File: config.mk
export PLATFORM = sky130hd
export DESIGN_NAME = timing_sequencer
export DESIGN_NICKNAME = d
export VERILOG_FILES = /design/src/rtl/exp8_pkg.sv /design/src/rtl/decoder_3to8.sv /design/src/rtl/rise_edge_detect.sv /design/src/rtl/timing_sequencer.sv
export SDC_FILE = /design/constraint.sdc
export NUM_CORES = 1
export LEC_CHECK = 0
export CORE_MARGIN = 4
export CORE_UTILIZATION = 47
export CTS_CLUSTER_SIZE = 25
export DETAILED_ROUTE_END_ITERATION = 8
export HOLD_SLACK_MARGIN = 0.15
export PLACE_DENSITY = 0.81
export RECOVER_POWER = 50
export SETUP_SLACK_MARGIN = 0.4
export SKIP_LAST_GASP = 1
export SLEW_MARGIN = 30
export SYNTH_ARGS = -nofsm -noshare
export SYNTH_HDL_FRONTEND = slang
export SYNTH_SLANG_ARGS = --single-unit
File: constraint.sdc
create_clock -name clockpulse -period 4.1 [get_ports clockpulse]
set_input_delay 0.41 -clock clockpulse [delete_from_list [all_inputs] [get_ports clockpulse]]
set_output_delay 0.41 -clock clockpulse [all_outputs]
set_load 0.01 [all_outputs]
File: src/rtl/exp8_pkg.sv
// Shared definitions for the modulo-8 timing sequencer: state encoding and default count width.
package exp8_pkg;

  localparam int WIDTH_DEF = 3;

  // The encoding 2'd3 is never produced; the sequencer decodes it as idle.
  typedef enum logic [1:0] {
    ST_IDLE  = 2'd0,
    ST_RUN   = 2'd1,
    ST_PAUSE = 2'd2
  } state_t;

endpackage

File: src/rtl/decoder_3to8.sv
// Binary-to-one-hot decoder; purely combinational, zero latency.
module decoder_3to8 #(
  parameter int WIDTH = 3
) (
  input  logic [WIDTH-1:0]      sel,
  output logic [2**WIDTH-1:0]   onehot
);

  always_comb begin
    onehot      = '0;
    onehot[sel] = 1'b1;
  end

endmodule

File: src/rtl/rise_edge_detect.sv
// Rising-edge detector: pulse is high for the cycle where d is high and its registered copy is low.
// Pulse is combinational from d and the register; there is no backpressure.
module rise_edge_detect (
  input  logic clockpulse,
  input  logic clear_,
  input  logic d,
  output logic pulse
);

  logic d_q;

  always_ff @(posedge clockpulse or negedge clear_) begin
    if (!clear_) d_q <= 1'b0;
    else         d_q <= d;
  end

  assign pulse = d & ~d_q;

endmodule

File: src/rtl/timing_sequencer.sv
// Run/pause/step/abort sequencer producing one-hot timing strobes T0..T(last).
// All outputs registered or decoded from registers; one-cycle response to controls, no backpressure.
module timing_sequencer
  import exp8_pkg::*;
#(
  parameter int WIDTH = WIDTH_DEF
) (
  input  logic                  clockpulse,
  input  logic                  clear_,
  input  logic                  start,
  input  logic                  stop,
  input  logic                  step,
  input  logic                  mode,
  input  logic [WIDTH-1:0]      last_state,
  output logic [WIDTH-1:0]      counter_out,
  output logic [2**WIDTH-1:0]   decoder_out,
  output logic                  busy,
  output logic                  done
);

  state_t             state_q, state_d;
  logic [WIDTH-1:0]   count_q, count_d;
  logic [WIDTH-1:0]   last_q, last_d;
  logic               mode_q, mode_d;
  logic               done_q, done_d;
  logic               step_pulse;
  logic               advance;
  logic [2**WIDTH-1:0] onehot;

  rise_edge_detect u_step_edge (
    .clockpulse (clockpulse),
    .clear_     (clear_),
    .d          (step),
    .pulse      (step_pulse)
  );

  decoder_3to8 #(.WIDTH(WIDTH)) u_decode (
    .sel    (count_q),
    .onehot (onehot)
  );

  always_ff @(posedge clockpulse or negedge clear_) begin
    if (!clear_) begin
      state_q <= ST_IDLE;
      count_q <= '0;
      last_q  <= '0;
      mode_q  <= 1'b0;
      done_q  <= 1'b0;
    end else begin
      state_q <= state_d;
      count_q <= count_d;
      last_q  <= last_d;
      mode_q  <= mode_d;
      done_q  <= done_d;
    end
  end

  always_comb begin
    state_d = state_q;
    count_d = count_q;
    last_d  = last_q;
    mode_d  = mode_q;
    done_d  = 1'b0;
    advance = 1'b0;

    case (state_q)
      ST_RUN: begin
        if (stop) state_d = ST_PAUSE;
        else      advance = 1'b1;
      end
      ST_PAUSE: begin
        if (stop) begin
          state_d = ST_IDLE;
          count_d = '0;
        end else if (start) begin
          state_d = ST_RUN;
        end else if (step_pulse) begin
          advance = 1'b1;
        end
      end
      default: begin
        state_d = ST_IDLE;
        if (start) begin
          state_d = ST_RUN;
          count_d = '0;
          last_d  = last_state;
          mode_d  = mode;
        end
      end
    endcase

    // Shared by RUN and single-step: increment, wrap, or finish the pass.
    if (advance) begin
      if (count_q < last_q) begin
        count_d = count_q + 1'b1;
      end else begin
        count_d = '0;
        done_d  = 1'b1;
        if (!mode_q) state_d = ST_IDLE;
      end
    end
  end

  assign busy        = (state_q == ST_RUN) || (state_q == ST_PAUSE);
  assign counter_out = count_q;
  assign decoder_out = busy ? onehot : '0;
  assign done        = done_q;

endmodule

==> impl_metrics.env, run 1 <==
export IMPL_clock_sinks=11
export IMPL_drtAntennaViolNets=0
export IMPL_outcome="finished clean"
export IMPL_tightestPinTransition_ns=0.540
export IMPL_slowest_delay_ns=0.56
export IMPL_antennaDiodeCount=0
export IMPL_antenna_found_initial=0
export IMPL_power_frac_clock=0.145
export IMPL_drt_iter0_drc=1
export IMPL_start_util=0.517
export IMPL_layout_common_cells="18 x clkdlybuf4s50_1, 11 x dfrtp_1, 6 x inv_1, 6 x nor2_1"
export IMPL_worst_setup_path_start_kind="flop"
export IMPL_via_per_inst=5.54
export IMPL_power_switching_uw=203
export IMPL_synth_top_flop_cell="dfrtp_1"
export IMPL_placedCellCount=103
export IMPL_synth_edf_count=0
export IMPL_synth_area_top_cells="dfrtp_1 40%, ha_1 9.1%, nand3_1 3.6%"
export IMPL_cellLeakagePower_nw=0.403
export IMPL_yosys_register_bits=11
export IMPL_grt_util_all_layers=0.192
export IMPL_syn_num_nets=82
export IMPL_netlist_area_leader_share=0.399
export IMPL_path_cells="inv_1, ha_1, inv_1, nand2_1, nor3_1, clkdlybuf4s50_1"
export IMPL_rsz0062_at_grt="no"
export IMPL_min_path_type="flop to flop"
export IMPL_finClkSkew_ns=0.00206
export IMPL_required_ns=3.69
export IMPL_holdWs_ns=0.498
export IMPL_grt_pass1_wl_um=2840
export IMPL_ir_drop_v=0.000316
export IMPL_async_reset_ff_frac=1.00
export IMPL_cts_resized=0
export IMPL_final_common_cell="clkdlybuf4s50_1"
export IMPL_overflow=0
export IMPL_drt_total_wl_um=1650
export IMPL_min_period_ns=2.44
export IMPL_intPower_uw=304
export IMPL_instances_no_fill=107
export IMPL_swShare=0.400
export IMPL_ys_seq_area_frac=0.399
export IMPL_clk_insertion_delay_late_ns=0.27
export IMPL_hpwl_um=1300
export IMPL_critPathMaxFanout=9
export IMPL_grt_max_degree=12
export IMPL_wl_per_cell_um=15.4
export IMPL_slew_viol_final=0
export IMPL_max_freq_ghz=0.409
export IMPL_die_height_um=46.3
export IMPL_area_delta_synth_final_pct=34.1
export IMPL_h_tree_depth=1
export IMPL_clock_root_buffer="clkbuf_4"
export IMPL_seqPwrFrac=0.350
export IMPL_cp_data_arrival_time_ns=2.03
export IMPL_path_common_cell="inv_1"
export IMPL_syn_area_um2=689
export IMPL_die_area_um2=2140
export IMPL_syn_inst=68
export IMPL_relSlewSlack=0.638
export IMPL_fin_nets=107
export IMPL_drt_pass1_iter_count=4
export IMPL_clk_pin_slew_ns=0.07
export IMPL_setup_viol=0
export IMPL_synth_cell_types=28
export IMPL_post_route_period_util=0.596
export IMPL_fill_cells=112
export IMPL_die_x_um=46.3
export IMPL_num_rows=13
export IMPL_post_route_drc_count=0
export IMPL_final_setup_worst_slack_ns=1.66
export IMPL_design_area_um2=925
export IMPL_ios=22
export IMPL_cts_tree="yes"
export IMPL_syn_area_per_cell_um2=10.1
export IMPL_drv_cap=0
export IMPL_cts_made_buffers=3
export IMPL_port_buffers=21
export IMPL_setup_tns_ns=0
export IMPL_synth_top_area_cell="dfrtp_1"
export IMPL_crit_type="flop to output port"
export IMPL_dpl_worst_slack_ns=1.96
export IMPL_setup_worst_path_end_class="output port"
export IMPL_gp_congestion=0.806
export IMPL_clock_path_buffers=2
export IMPL_crit_slowest_cell="clkdlybuf4s50_1"
export IMPL_place_area_um2=913
export IMPL_combPwrFrac=0.505
export IMPL_post_cts_buffers=0
export IMPL_hold_viol_final=0
export IMPL_power_density_nw_per_um2=548
export IMPL_drive_gt1_frac=0.109
export IMPL_num_vias=593
export IMPL_synth_warnings=0
export IMPL_postCtsHoldBufs=0
export IMPL_grt_pass1_vias=608
export IMPL_fp_coreArea_um2=1330
## stage by stage
step	util	total power, mW
after floorplan	-	0.350
after global placement	0.685	0.434
after detailed placement	0.685	0.454
after CTS	0.705	0.528
after global routing	0.693	0.550
final	0.693	0.507
## kinds of logic (layout without fill, tap and decap cells)
| kind of cell | Yosys count | after routing | share of synthesized area |
|---|---|---|---|
| buffers and inverters | 7 | 31 | 0.0399 |
| AND/OR/NAND/NOR | 31 | 31 | 0.285 |
| adder cells (fa/ha/maj) | 5 | 5 | 0.0907 |
| flip-flops | 11 | 11 | 0.399 |
| multiplexers | 5 | 5 | 0.0799 |
| AO/OA/AOI/OAI | 9 | 9 | 0.105 |
## Yosys cell counts, drive strengths merged, types with 2 or more instances
library cell / number
dfrtp: 11
o21ai: 3
nor4: 2
mux2: 4
nand3: 5
nand2b: 3
ha: 5
nor3: 5
nand4b: 2
inv: 6
nor2: 6
a21oi: 2
nand2: 5
## worst max-delay path, delay by kind of cell (launching register included)
family | cells | cell delay [ns]
DFF | 1 | 0.38
buffers and inverters | 3 | 0.73
adders and majority gates | 1 | 0.41
and+or+nand+nor | 2 | 0.24
## metal layers
| metal | GRT usage | routed length (um) | up-vias |
|---|---|---|---|
| li1 | - | - | 287 |
| met1 | 0.236 | 713 | 285 |
| met2 | 0.310 | 828 | 17 |
| met3 | 0.0391 | 74 | 4 |
| met4 | 0.102 | 34 | 0 |
| met5 | 0 | 0 | - |
## sequential cells by signal (all words and copies together) (netlist names)
signal           cells
done                 1
last_q               3
mode_q               1
counter_out          3
state_q              2
u_step_edge.d_q      1
## worst paths after layout
path / slack (ns) / startpoint / cells after the start / endpoint
min in group asynchronous: 0.54 / clear_ / 1 / state_q[1]
max in group asynchronous: 3.23 / clear_ / 1 / last_q[1]
min reg2reg: 0.50 / last_q[2] / 1 / last_q[2]
min: 0.50 / last_q[2] / 1 / last_q[2]
max: 1.66 / state_q[0] / 6 / decoder_out[1]
max reg2reg: 2.17 / counter_out[2] / 5 / state_q[1]
## cell type report
class                           instances  area (um^2)  area share
Inverter                                6         22.5      0.0244
Sequential cell                        11          275       0.298
Clock buffer                            4         26.3      0.0284
Multi-Input combinational cell         50          372       0.402
Timing Repair Buffer                   21          210       0.227
Tap cell                               15         18.8      0.0203
## power by group through the flow
stage                     sequential, mW  clock [mW]  combinational (mW)
after floorplan                    0.174           0               0.177
after global placement             0.176           0               0.258
after detailed placement           0.180           0               0.274
after CTS                          0.178      0.0753               0.275
after global routing               0.183      0.0830               0.284
final                              0.177      0.0734               0.256
No activity file was read; power rests on OpenSTA's default activity.
==> inputs of run 2 (changes only) <==
Settings changed: CORE_ASPECT_RATIO set to 1.25, CORE_UTILIZATION 47 to 40, PLACE_DENSITY 0.81 to 0.73.
Clock period 4.1 ns to 2.2 ns, I/O delays scaled along.
==> run 2 against run 1 <==
Design area increased by 2.0%. Critical path type unchanged. Total power increased by 89%. Sequential power increased by 84%. Die area increased by 15%. Wire length decreased by 14%. Critical endpoint is now decoder_out[5].
==> impl_metrics.env, run 2 (synthesis gave the netlist of run 1 again) <==
export IMPL_outcome="finished clean"
export IMPL_grt_pass1_wl_um=2240
export IMPL_ios=22
export IMPL_postCtsHoldBufs=0
export IMPL_hold_viol_final=0
export IMPL_clk_pin_slew_ns=0.07
export IMPL_power_switching_uw=390
export IMPL_cellLeakagePower_nw=0.438
export IMPL_post_route_period_util=0.822
export IMPL_antenna_found_initial=0
export IMPL_worst_setup_path_start_kind="flop"
export IMPL_drt_iter0_drc=3
export IMPL_wl_per_cell_um=12.7
export IMPL_crit_type="flop to output port"
export IMPL_post_route_drc_count=0
export IMPL_top_usage_layer="met2"
export IMPL_hpwl_um=1100
export IMPL_num_vias=585
export IMPL_r2r_start="counter_out[2]"
export IMPL_reg2reg_slack_ns=0.52
export IMPL_max_freq_ghz=0.553
export IMPL_drt_pass1_iter_count=3
export IMPL_start_util=0.430
export IMPL_tightestPinTransition_ns=0.504
export IMPL_drt_total_wl_um=1420
export IMPL_setup_tns_ns=0
export IMPL_die_x_um=45.1
export IMPL_grt_pass1_vias=521
export IMPL_clock_root_buffer="clkbuf_4"
export IMPL_clk_insertion_delay_late_ns=0.27
export IMPL_reg2reg_to="state_q[1]"
export IMPL_die_height_um=54.4
export IMPL_instances_no_fill=111
export IMPL_min_path_type="input port to asynchronous set/reset pin"
export IMPL_layout_common_cells="10 x dfrtp_1, 9 x clkdlybuf4s50_1, 6 x nor2_1"
export IMPL_required_ns=1.98
export IMPL_area_delta_synth_final_pct=36.8
export IMPL_cp_data_arrival_time_ns=1.59
export IMPL_grt_util_met1=0.159
export IMPL_relSlewSlack=0.663
export IMPL_grt_util_all_layers=0.132
export IMPL_clock_path_buffers=2
export IMPL_final_common_cell="dfrtp_1"
export IMPL_die_area_um2=2460
export IMPL_num_rows=16
export IMPL_overflow=0
export IMPL_min_period_ns=1.81
export IMPL_drive_gt1_frac=0.247
export IMPL_rsz0062_at_grt="no"
export IMPL_drv_cap=0
export IMPL_h_tree_depth=1
export IMPL_critPathMaxFanout=9
export IMPL_use_met3=0.0362
export IMPL_antennaDiodeCount=0
export IMPL_cts_made_buffers=3
export IMPL_finClkSkew_ns=0.000397
export IMPL_clock_sinks=11
export IMPL_via_per_inst=5.27
export IMPL_port_buffers=21
export IMPL_worstRegToRegCells=5
export IMPL_grt_max_degree=12
export IMPL_slew_viol_final=0
export IMPL_grtUsageMet2=0.196
export IMPL_fin_nets=108
export IMPL_cts_tree="yes"
export IMPL_placedCellCount=106
export IMPL_setup_worst_path_end_class="output port"
export IMPL_intPower_uw=568
export IMPL_gp_congestion=0.769
export IMPL_setup_viol=0
export IMPL_ir_drop_v=0.000489
export IMPL_seqPwrFrac=0.341
export IMPL_combPwrFrac=0.514
export IMPL_fp_coreArea_um2=1600
export IMPL_swShare=0.407
export IMPL_power_frac_clock=0.145
export IMPL_drtAntennaViolNets=0
export IMPL_power_density_nw_per_um2=1020
[run 2: worst max-delay path, cell delays in order, from the launching register on]
cell,delay (ns)
dfrtp_1,0.39
ha_1,0.41
inv_2,0.10
nand2_2,0.07
nor2_1,0.11
clkdlybuf4s15_2,0.23
[run 2: area by class of cell]
class / count / area (um^2)
multi-input cells: 50 / 400
clock inverters: 1 / 5.00
fillers: 156 / 658
flip-flops and latches: 11 / 277
well taps: 18 / 22.5
repair buffers: 22 / 194
inverters: 6 / 22.5
clock buffers: 3 / 22.5
[run 2: routing by layer]
metal | wire length, um | vias up
met5 | 0 | -
li1 | - | 295
met3 | 97 | 5
met4 | 46 | 0
met2 | 653 | 17
met1 | 616 | 268
[run 2: stage by stage]
stage	utilization	total power [mW]	hold slack [ns]	setup slack, ns	instance area (um^2)
final	0.589	0.958	0.349	0.391	943
after detailed placement	0.573	0.825	0.482	0.264	917
after CTS	0.598	0.992	0.287	0.382	958
after global placement	0.573	0.808	0.476	0.288	917
after global routing	0.589	1.04	0.377	0.290	943
after floorplan	-	0.653	-0.0756	0.589	689
[run 2: worst max-delay path by stage]
stage	start	to	cells past startpoint
final	state_q[1]	decoder_out[5]	5
after CTS	state_q[0]	decoder_out[1]	6
after detailed placement	state_q[0]	decoder_out[1]	6
after global routing	state_q[0]	decoder_out[5]	6
after global placement	state_q[0]	decoder_out[1]	6
after floorplan	counter_out[2]	state_q[1]	5
[run 2: repair_timing]
item / CTS / global route
setup buffers: 1 / 0
pin swaps: 1 / 0
endpoints found under the setup margin: 9 / 6
gates resized for setup: 16 / 12
[run 2: power by group through the flow]
stage                     Clock (mW)  Combinational (mW)  Sequential (mW)
final                          0.139               0.493            0.326
after floorplan                    0               0.330            0.323
after global routing           0.159               0.546            0.336
after global placement             0               0.481            0.327
after detailed placement           0               0.493            0.332
after CTS                      0.148               0.518            0.326
==> inputs of run 3 (changes only) <==
Settings changed: CORE_ASPECT_RATIO 1.25 to not set, CORE_UTILIZATION 40 to 44, PLACE_DENSITY 0.73 to 0.77.
Clock period 2.2 ns to 1.7 ns, I/O delays scaled along.
==> run 3 against run 2 <==
Die area is 7.8% lower. Non-clock buffer count is 15 higher. Hold slack worse by 0.042 ns. Combinational power is 91% higher. Global-route usage is 3.5 points higher. Sequential power is 28% higher. Total power is 61% higher. Clock power is 33% higher. Via count is 11% higher. Sequential share of layout area is 4.8 points lower. Setup slack worse by 0.20 ns. Largest power group unchanged. Highest routed layer unchanged.
==> impl_metrics.env, run 3 (synthesis gave the netlist of run 1 again) <==
export IMPL_cts_made_buffers=3
export IMPL_clock_root_buffer="clkbuf_4"
export IMPL_critPathBufInv=0
export IMPL_clock_sinks=11
export IMPL_cts_tree="yes"
export IMPL_area_delta_synth_final_pct=63.5
export IMPL_fill_cells=106
export IMPL_dpl_worst_slack_ns=-0.130
export IMPL_ios=22
export IMPL_seqPwrFrac=0.269
export IMPL_grt_util_all_layers=0.167
export IMPL_die_area_um2=2260
export IMPL_slowest_delay_ns=0.49
export IMPL_critPathMaxFanout=7
export IMPL_post_route_period_util=0.889
export IMPL_tightestPinTransition_ns=0.516
export IMPL_grt_pass1_wl_um=2690
export IMPL_drive_gt1_frac=0.509
export IMPL_fp_coreArea_um2=1490
export IMPL_min_period_ns=1.51
export IMPL_num_rows=14
export IMPL_postCtsHoldBufs=0
export IMPL_crit_slowest_cell="dfrtp_1"
export IMPL_power_switching_uw=626
export IMPL_h_tree_depth=1
export IMPL_port_buffers=21
export IMPL_worstRegToRegCells=5
export IMPL_relSlewSlack=0.655
export IMPL_instances_no_fill=124
export IMPL_ir_drop_v=0.000814
export IMPL_clk_pin_slew_ns=0.08
export IMPL_setup_worst_path_end_class="flop"
export IMPL_combPwrFrac=0.611
export IMPL_gp_congestion=0.674
export IMPL_grt_max_degree=12
export IMPL_ff_latch_area_um2=277
export IMPL_min_path_type="input port to asynchronous set/reset pin"
export IMPL_power_total_mw=1.55
export IMPL_path_cells="ha_4, a21o_1, a31oi_4, nor3_2, nor4_2"
export IMPL_die_x_um=47.6
export IMPL_setup_viol=0
export IMPL_cp_data_arrival_time_ns=1.69
export IMPL_drt_total_wl_um=1700
export IMPL_rsz0062_at_grt="yes"
export IMPL_grt_pass1_vias=632
export IMPL_drt_pass1_iter_count=4
export IMPL_finClkSkew_ns=0.00587
export IMPL_die_height_um=47.6
export IMPL_required_ns=1.88
export IMPL_intPower_uw=920
export IMPL_crit_family="flip-flops"
export IMPL_overflow=0
export IMPL_setup_tns_ns=0
export IMPL_layout_common_cells="14 x buf_4, 10 x dfrtp_1, 9 x buf_2"
export IMPL_wl_per_cell_um=13.7
export IMPL_post_route_drc_count=0
export IMPL_final_setup_worst_slack_ns=0.189
export IMPL_slew_viol_final=0
export IMPL_multiInputGateArea_um2=490
export IMPL_cellLeakagePower_nw=0.548
export IMPL_antenna_found_initial=0
export IMPL_hold_viol_final=0
export IMPL_swShare=0.405
export IMPL_clk_insertion_delay_late_ns=0.27
export IMPL_antennaDiodeCount=0
export IMPL_via_per_inst=5.26
export IMPL_path_depth=5
export IMPL_hpwl_um=1260
export IMPL_clock_path_buffers=2
export IMPL_num_vias=652
export IMPL_worst_setup_path_start_kind="flop"
export IMPL_start_util=0.463
export IMPL_final_common_cell="buf_4"
export IMPL_fin_nets=123
export IMPL_power_density_nw_per_um2=1370
export IMPL_drtAntennaViolNets=0
export IMPL_outcome="finished clean"
export IMPL_drv_cap=0
export IMPL_power_frac_clock=0.120
export IMPL_max_freq_ghz=0.662
export IMPL_crit_type="flop to flop"
export IMPL_placedCellCount=109
export IMPL_drt_iter0_drc=7
[run 3: area by class of cell]
type,instances,area share
Timing Repair Buffer,37,0.256
Tap cell,16,0.0178
Inverter,6,0.0222
Sequential cell,11,0.245
Clock buffer,4,0.0233
Multi-Input combinational cell,50,0.435
[run 3: path summary, 6_finish.rpt]
| path | from | end | slack, ns |
|---|---|---|---|
| max in group asynchronous | clear_ | counter_out[0] | 1.02 |
| setup / recovery | counter_out[2] | state_q[1] | 0.19 |
| setup reg to reg | counter_out[2] | state_q[1] | 0.19 |
| hold / removal | clear_ | state_q[1] | 0.31 |
| hold reg to reg | last_q[1] | last_q[1] | 0.51 |
| min in group clockpulse | step | u_step_edge.d_q | 0.48 |
[run 3: stage by stage]
step	area, um^2	utilization	hold WS (ns)
CTS	1120	0.754	0.262
finish	1130	0.757	0.307
floorplan	776	-	-0.126
global route	1130	0.757	0.346
detailed placement	1030	0.693	0.494
global placement	1030	0.693	0.496
[run 3: repair_timing]
action	in CTS	in global routing
buffers inserted	10	1
endpoints found under the hold margin	0	0
endpoints found under the setup margin	22	20
resized for setup	45	5
pin swaps	7	1
[run 3: routing by layer]
layer / track usage / routed length (um) / up-vias
met5: 0 / 0 / -
met4: 0.0484 / 15 / 0
met3: 0.0376 / 133 / 2
met2: 0.286 / 829 / 21
met1: 0.208 / 724 / 306
li1: - / - / 323
[run 3: power groups by stage]
stage	combinational, mW	sequential (mW)	clock (mW)
after floorplan	0.598	0.430	0
final	0.944	0.417	0.185
after global placement	0.845	0.425	0
after CTS	0.934	0.414	0.191
after detailed placement	0.870	0.432	0
after global routing	1.02	0.428	0.204
